==> config.mk <==
export PLATFORM = sky130hd
export DESIGN_NAME = ahb_master_biu
export DESIGN_NICKNAME = d
export VERILOG_FILES = /design/src/rtl/ahb_master_biu.sv
export SDC_FILE = /design/constraint.sdc
export NUM_CORES = 1
export LEC_CHECK = 0
export ABC_AREA = 1
export ABC_CLOCK_PERIOD_IN_PS = 5010
export BUFFER_PORTS_ARGS = -buffer_cell sky130_fd_sc_hd__buf_2
export CAP_MARGIN = 0
export CORE_ASPECT_RATIO = 1.25
export CORE_MARGIN = 2
export CORE_UTILIZATION = 45
export DETAILED_ROUTE_END_ITERATION = 6
export GPL_ROUTABILITY_DRIVEN = 0
export PLACE_DENSITY_LB_ADDON = 0.05
export SLEW_MARGIN = 40
export SYNTH_ARGS = -nofsm -noshare
export SYNTH_HDL_FRONTEND = slang
export SYNTH_SLANG_ARGS = --single-unit
==> constraint.sdc <==
create_clock -name clk -period 5.01 [get_ports clk]
set_input_delay 0.7515 -clock clk [delete_from_list [all_inputs] [get_ports clk]]
set_output_delay 0.7515 -clock clk [all_outputs]
set_load 0.05 [all_outputs]
==> src/rtl/ahb_master_biu.sv <==
// AHB-Lite master bus interface unit: arbitrates NUM_CH requesters onto one
// AHB master port with pipelined address/data phases, waits and two-cycle ERROR.
module ahb_master_biu #(
   parameter int    NUM_CH    = 2,
   parameter int    MAX_BEATS = 8,
   parameter string ARB_MODE  = "FIXED"
) (
   input  logic                 clk,
   input  logic                 reset,
   input  logic [NUM_CH-1:0]    ch_req,
   input  logic [NUM_CH*32-1:0] ch_addr,
   input  logic [NUM_CH-1:0]    ch_write,
   input  logic [NUM_CH*3-1:0]  ch_size,
   input  logic [NUM_CH*5-1:0]  ch_beats,
   input  logic [NUM_CH*32-1:0] ch_wdata,
   output logic [NUM_CH-1:0]    ch_gnt,
   output logic                 wnext,
   output logic [31:0]          rdata,
   output logic                 rvalid,
   output logic                 done,
   output logic                 err,
   output logic [31:0]          HADDR,
   output logic [2:0]           HBURST,
   output logic                 HMASTLOCK,
   output logic [3:0]           HPROT,
   output logic [2:0]           HSIZE,
   output logic [1:0]           HTRANS,
   output logic [31:0]          HWDATA,
   output logic                 HWRITE,
   input  logic [31:0]          HRDATA,
   input  logic                 HREADY,
   input  logic                 HRESP
);
   localparam int IW = (NUM_CH > 1) ? $clog2(NUM_CH) : 1;
   localparam logic [1:0] T_IDLE = 2'b00, T_NONSEQ = 2'b10, T_SEQ = 2'b11;

   typedef enum logic [1:0] {S_IDLE, S_BUS, S_DRAIN, S_ERR2} state_t;

   state_t            state_q, state_d;
   logic [NUM_CH-1:0] gnt_q, gnt_d;
   logic [IW-1:0]     idx_q, idx_d, rr_q, rr_d;
   logic [31:0]       addr_q, addr_d, wdata_q, wdata_d;
   logic [1:0]        trans_q, trans_d;
   logic [2:0]        size_q, size_d, burst_q, burst_d;
   logic              write_q, write_d, dph_q, dph_d;
   logic [4:0]        left_q, left_d;

   logic [IW-1:0] win;
   logic          found;
   logic [31:0]   w_addr, g_wdata;
   logic [2:0]    w_size, w_burst;
   logic          w_write;
   logic [4:0]    w_raw, w_beats;
   logic          accept, dphase;

   // RR searches strictly above the last grant first, then wraps to the lowest index
   always_comb begin
      win   = '0;
      found = 1'b0;
      if (ARB_MODE == "RR") begin
         for (int i = NUM_CH-1; i >= 0; i--)
            if (ch_req[i] && i > int'(rr_q)) begin
               win   = IW'(i);
               found = 1'b1;
            end
         if (!found)
            for (int i = NUM_CH-1; i >= 0; i--)
               if (ch_req[i]) win = IW'(i);
      end else begin
         for (int i = NUM_CH-1; i >= 0; i--)
            if (ch_req[i]) win = IW'(i);
      end
   end

   always_comb begin
      w_addr  = '0;
      w_size  = '0;
      w_write = 1'b0;
      w_raw   = '0;
      g_wdata = '0;
      for (int i = 0; i < NUM_CH; i++) begin
         if (IW'(i) == win) begin
            w_addr  = ch_addr[32*i +: 32];
            w_size  = ch_size[3*i +: 3];
            w_write = ch_write[i];
            w_raw   = ch_beats[5*i +: 5];
         end
         if (IW'(i) == idx_q) g_wdata = ch_wdata[32*i +: 32];
      end
      if (w_raw == 5'd0)                  w_beats = 5'd1;
      else if (w_raw > 5'(MAX_BEATS))     w_beats = 5'(MAX_BEATS);
      else                                w_beats = w_raw;
      case (w_beats)
         5'd1:    w_burst = 3'b000;
         5'd4:    w_burst = 3'b011;
         5'd8:    w_burst = 3'b101;
         5'd16:   w_burst = 3'b111;
         default: w_burst = 3'b001;
      endcase
   end

   assign accept = (trans_q != T_IDLE) && HREADY;
   assign dphase = (state_q == S_BUS && dph_q) || (state_q == S_DRAIN);

   always_comb begin
      state_d = state_q;
      gnt_d   = gnt_q;
      idx_d   = idx_q;
      rr_d    = rr_q;
      addr_d  = addr_q;
      wdata_d = wdata_q;
      trans_d = trans_q;
      size_d  = size_q;
      burst_d = burst_q;
      write_d = write_q;
      dph_d   = dph_q;
      left_d  = left_q;
      rvalid  = 1'b0;
      done    = 1'b0;
      err     = 1'b0;
      wnext   = 1'b0;
      case (state_q)
         S_IDLE: begin
            if (|ch_req) begin
               gnt_d   = NUM_CH'(1) << win;
               idx_d   = win;
               rr_d    = win;
               addr_d  = w_addr;
               size_d  = w_size;
               write_d = w_write;
               burst_d = w_burst;
               left_d  = w_beats - 5'd1;
               trans_d = T_NONSEQ;
               dph_d   = 1'b0;
               state_d = S_BUS;
            end
         end
         S_BUS: begin
            if (dphase && HRESP && !HREADY) begin
               trans_d = T_IDLE;
               state_d = S_ERR2;
            end else begin
               rvalid = dphase && HREADY && !HRESP && !write_q;
               if (accept) begin
                  dph_d = 1'b1;
                  if (write_q) begin
                     wdata_d = g_wdata;
                     wnext   = 1'b1;
                  end
                  if (left_q == 5'd0) begin
                     trans_d = T_IDLE;
                     state_d = S_DRAIN;
                  end else begin
                     addr_d  = addr_q + (32'd1 << size_q);
                     trans_d = T_SEQ;
                     left_d  = left_q - 5'd1;
                  end
               end
            end
         end
         S_DRAIN: begin
            if (HREADY && !HRESP) begin
               rvalid  = !write_q;
               done    = 1'b1;
               gnt_d   = '0;
               state_d = S_IDLE;
            end else if (HRESP && !HREADY) begin
               state_d = S_ERR2;
            end
         end
         S_ERR2: begin
            if (HRESP && HREADY) begin
               done    = 1'b1;
               err     = 1'b1;
               gnt_d   = '0;
               state_d = S_IDLE;
            end
         end
         default: state_d = S_IDLE;
      endcase
   end

   always_ff @(posedge clk) begin
      if (reset) begin
         state_q <= S_IDLE;
         gnt_q   <= '0;
         idx_q   <= '0;
         rr_q    <= IW'(NUM_CH-1);
         addr_q  <= '0;
         wdata_q <= '0;
         trans_q <= T_IDLE;
         size_q  <= 3'b010;
         burst_q <= 3'b000;
         write_q <= 1'b0;
         dph_q   <= 1'b0;
         left_q  <= '0;
      end else begin
         state_q <= state_d;
         gnt_q   <= gnt_d;
         idx_q   <= idx_d;
         rr_q    <= rr_d;
         addr_q  <= addr_d;
         wdata_q <= wdata_d;
         trans_q <= trans_d;
         size_q  <= size_d;
         burst_q <= burst_d;
         write_q <= write_d;
         dph_q   <= dph_d;
         left_q  <= left_d;
      end
   end

   assign ch_gnt    = gnt_q;
   assign rdata     = HRDATA;
   assign HADDR     = addr_q;
   assign HBURST    = burst_q;
   assign HMASTLOCK = 1'b0;
   assign HPROT     = (idx_q == '0) ? 4'b0010 : 4'b0011;
   assign HSIZE     = size_q;
   assign HTRANS    = trans_q;
   assign HWDATA    = wdata_q;
   assign HWRITE    = write_q;
endmodule

# After elaboration in Yosys (flattened, before gate mapping)
# Index checks and enable logic that the tools add are counted.
op_classes:
  n_addsub: 3
  magnitude_cmp: 1
  eq_ne: 16
  n_shift: 2
  mux: 52
  n_bitwise: 1
  reduce_logical: 28
op_table:
  columns: ["cell", "n"]
  rows:
  - ["2-to-1 mux 32 bit", 6]
  - ["case mux 32 bit (2 select lines)", 1]
  - ["2-to-1 mux 5 bit", 7]
  - ["adder 32 bit", 1]
  - ["<< shifter 1 x 3 -> 32 bit (first input constant)", 1]
  - ["2-to-1 mux 2 bit", 13]
  - ["2-to-1 mux 1 bit", 16]
  - ["case mux 3 bit (4 select lines)", 1]
  - ["AND reduction 4 bit", 3]
  - ["logical AND 1 bit", 10]
  - ["logical NOT 5 bit", 2]
  - ["inequality test 2 bit (second input constant)", 5]
  - ["case mux 5 bit (2 select lines)", 1]
  - ["AND reduction 5 bit", 2]
  - ["subtractor 5 x 1 -> 5 bit (second input constant)", 2]
  - ["case mux 2 bit (4 select lines)", 1]
  - ["inequality test 3 x 1 -> 1 bit (second input constant)", 2]
  - ["case mux 1 bit (2 select lines)", 3]
  - ["case mux 2 bit (3 select lines)", 1]
  - ["== test 5 x 1 -> 1 bit (second input constant)", 1]
  - ["== test 5 x 3 -> 1 bit (second input constant)", 1]
  - ["== test 5 x 4 -> 1 bit (second input constant)", 1]
  - ["== test 5 bit (second input constant)", 1]
  - ["> comparator 5 x 4 -> 1 bit (second input constant)", 1]
  - ["other kinds (16)", 20]
word_totals:
  register_bits: 84
  inputBits: 184
  out_inout_bits: 116

# Depth between registers and ports, before layout
logic_depth:
  ltp_word: 9
  mapped_depth: 15
  mapped_depth_nobuf: 15

# Least setup slack after synthesis
# Ideal clock, no wire load.
synth_path:
  path_type: "input port to output port"
  startpoint: "in HRESP"
  endpoint: "out rvalid"
  arrival_ps: 2007
  required_time_ps: 4259
  setup_slack_ps: 2252
  cell_stages: 3
  path_buffers: 0
  cell_sequence: "inv_1 nand2_1 nor3_1"
synth_between:
  elab_chain_len: 5
synth_rtl:
  columns: ["item", "line", "rtl"]
  rows:
  - ["start: declaration", "32", "input logic HRESP"]
  - ["logical NOT 1 bit", "143, 162", null]
  - ["logical AND 1 bit (2 in a row)", "143", "rvalid = dphase && HREADY && !HRESP && !write_q;"]
  - ["2-to-1 mux 1 bit", "139", "if (dphase && HRESP && !HREADY) begin"]
  - ["case mux 1 bit (2 select lines) *", "122", "case (state_q)"]
  - ["end: declaration", "19", "output logic rvalid,"]
# Mark *: on every way between the ends. The rest lies on a longest branch, timed or not.

# Final worst setup path
layout_path:
  startpoint: "reg state_q[1]"
  endpoint: "out wnext"
layout_between:
  elab_chain_len: 7
layout_rtl:
  columns: ["item", "line", "rtl"]
  rows:
  - ["start: declaration", "39", "state_t state_q, state_d;"]
  - ["start signal: assignment", "198", "state_q <= state_d;"]
  - ["== test 2 x 1 -> 1 bit", "103, 122", null]
  - ["logical AND 1 bit", "103", "assign dphase = (state_q == S_BUS && dph_q) || (state_q == S_DRAIN);"]
  - ["logical OR 1 bit", "103", null]
  - ["logical AND 1 bit (2 in a row)", "139", null]
  - ["2-to-1 mux 1 bit", "139", null]
  - ["2-to-1 mux 1 bit *", "122", null]
  - ["end: declaration", "17", "output logic wnext,"]
# Marked as above.

==> reports/qor.csv <==
stage,metric,value,unit
yosys,netlist_area,6000,µm²
cells_and_area,fin_nets,1359,
die,core_area,13100,µm²
route,dr.pass1.iters,5,
cts,cts_hold_buf,0,
route,drc,0,
cts,clock-root-buffer,clkbuf_16,
min_path,min_path_type,register to register,
yosys,synth.yosys.seq_area_share,28.0,%
grt,grt_pass1_vias,6286,
timing,max-slew-margin-rel,48.1,%
route,routed_wl,18400,µm
yosys,synth.area.mux_share,0.167,%
yosys,synthAdderAreaFrac,3.88,%
critical_path,worst_ep_required_time,4.26,ns
timing,fin_skew,0.0120,ns
yosys,syn_inst,986,
cts,cts_tree,built,
die,num_io_pins,300,
outcome,outcome,completed,
power,seq_power_share,27.0,%
grt,antenna_found_initial,1,
yosys,yosys.area.top_type_share,28.0,%
critical_path,cpPeakStageDelay,0.68,ns
yosys,synth_top_family_by_area,simple AND/OR/NAND/NOR gates,
cts,clk_path_buf_depth,2,
yosys,synth-simple-area-share,29.0,%
grt,grt_pass1_wl,29700,µm
placement,port_buffers,231,
timing,timing.fmax,303,MHz
cells_and_area,post-route-util,55.9,%
yosys,synth_edf_count,0,
route,drt_iter0_markers,273,
grt,grt.total_usage,25.8,%
critical_path,cpMostUsedCell,inv_1,
power,pwr-share-clk,19.6,%
yosys,synth_compound_area_share,22.9,%
power,total_leakage_power,0.00386,µW
cts,clkTransAtPathRegs,0.06,ns
critical_path,path_class,register to output port,
yosys,avgSynthCellArea,6.09,µm²
placement,dp_cells,1317,
yosys,ys.flop_type,dfxtp_1,
power,internal_power,1900,µW
timing,post-route-period-util,66.0,%
critical_path,cp_data_arrival_time,2.55,ns
critical_path,crit_slowest_cell,ha_1,
cells_and_area,n_antenna_cell,0,
cells_and_area,drive_above_1_share,24.3,%
cts,insertion_delay,0.34,ns
yosys,synth_top_cell_by_area,dfxtp_1,
yosys,synth.ff_latch_count,84,
grt,grt_max_degree,67,
die,floorplan.rows,47,
cells_and_area,fin_cells,1333,
critical_path,cp-start-kind,register,
die,start_util,45.8,%
route,routedWlPerCell,13.8,µm
critical_path,cp-end-kind,output port,
critical_path,path_cells,"inv_1, ha_1, nand3_1, inv_1, buf_4, buf_2",
timing,fin_crit,3.31,ns
power,power_density,517,nW/µm²
placement,dp_hpwl,13800,µm
power,power_switching_share,49.9,%
yosys,synth_area_leaders,"dfxtp_1 28%, a21oi_1 11%, nand2_1 10%",
cells_and_area,area_growth,22.1,%
timing,worstMarginPinSlew,0.778,ns
grt,grt.overflow.total,0,
timing,setup_viol,0,
power,irDropWorstVdd,0.309,mV
yosys,async_flop_share,0,%
die,die_h,133,µm
route,via_per_inst,5.02,
yosys,yosys-top-cells-count,"165 x nand2_1, 165 x nor2_1, 128 x a21oi_1",
job,maxCapViolations,0,
timing,hold_viol_final,0,
critical_path,critPathMaxFanout,65,
route,postRouteAntennaNets,0,
timing,fin_tns_setup,0,ns
die,dieArea,14300,µm²
yosys,synth_xor_area_share,0.730,%
cts,cts_buffers,9,
cts,cts.htree.levels,3,
die,die_x,107,µm
power,p_comb_share,53.5,%
yosys,synth_cell_type_count,37,
route,via_count,6690,
cts,clock_sinks,84,
yosys,yosys_warnings,0,
timing,rsz0062_at_grt,false,
power,power.switching,1890,µW
timing,finalMaxSlewViolations,0,
cts,ctsResizeCount,0,
cts,cts_setup_buffers,0,
-- kinds of logic (layout without fill, tap and decap cells) --
group,after synthesis,in the layout
compound gates,263,263
fa+ha+maj,18,18
flops,84,84
xor+xnor,5,5
simple gates,421,421
buf+inv,192,366
mux,1,1
other cells,2,4
-- per-layer routing --
| layer | track usage [%] | vias to the layer above | share of wire (%) |
|---|---|---|---|
| met5 | 0 | - | 0.060 |
| met4 | 9.16 | 2 | 1.9 |
| met3 | 5.38 | 29 | 5.9 |
| met2 | 46.2 | 206 | 51 |
| met1 | 30.0 | 2944 | 41 |
| li1 | - | 3509 | - |
-- placed cells by master, fill, tap and decap left out, types with 2 or more instances in the layout --
cell       netlist  layout
nand2_1        165     165
clkbuf_16        0       9
nand4_1         13      13
nor2_1         165     165
nand2_2          7       6
dfxtp_1         84      83
o21ai_0         86      86
inv_2            7       7
inv_6            0       3
o22ai_1          3       3
nor3_1          13      13
a21oi_1        128     128
clkinv_2         0       2
or2_2            3       3
o21bai_1         2       2
buf_16           0       2
o21ai_1         35      35
xnor2_1          2       2
xor2_1           3       3
buf_4           39       7
buf_2            9     231
nand3_1         44      44
ha_1            17      17
nor2_2           4       4
bufinv_16        0       2
conb_1           2       4
and2_1           2       2
inv_1          102     101
a221oi_1         3       3
nand3b_1         5       5
-- layout make-up --
type                       count  area, µm²
sequential                    84       1680
timing repair buffer         241       1280
clock inverter                 7       96.3
multi-input combinational    712       3420
clock buffer                   9        225
inverter                     109        409
fill                        1441       5790
tap                          171        214
-- through the flow --
stage	instance area (µm²)	hold WS [ns]	power, µW	setup WS [ns]
6_report	7330	0.466	3790	1.70
5_1_grt	7330	0.496	4080	1.49
4_1_cts	7320	0.470	3810	1.68
3_5_place_dp	7000	0.458	3060	1.85
3_3_place_gp	6930	0.456	2950	1.86
2_1_floorplan	6010	0.442	2590	2.25
-- registers in the layout, summed over array words and instances, names as in the netlist --
name / count
ch_gnt: 2
idx_q: 1
dph_q: 1
state_q: 2
HADDR: 32
HSIZE: 3
left_q: 5
HWRITE: 1
HTRANS: 2
HBURST: 3
HWDATA: 32
-- path summary, 6_finish.rpt --
path / startpoint / endpoint / slack (ns) / depth (start not counted)
worst min-delay path: HBURST[2] / HBURST[2] / 0.47 / 2
worst max-delay path: state_q[1] / wnext / 1.70 / 6
worst max register to register: state_q[1] / HADDR[5] / 2.13 / 10
worst min register to register: HBURST[2] / HBURST[2] / 0.47 / 2
-- critical path: cells and delay by family, from the launching register on --
family,cells,cell delay (ns)
adder cells (fa/ha/maj),1,0.68
buffers and inverters,4,1.02
flip-flops,1,0.34
AND/OR/NAND/NOR,1,0.16
-- power groups by stage --
stage	sequential (µW)	clock [µW]	combinational (µW)
2_1_floorplan	1420	0	1180
3_3_place_gp	1040	0	1910
3_5_place_dp	1030	0	2030
4_1_cts	1020	754	2040
5_1_grt	1050	783	2250
6_report	1020	740	2030
Power figures use the tool's default switching activity.
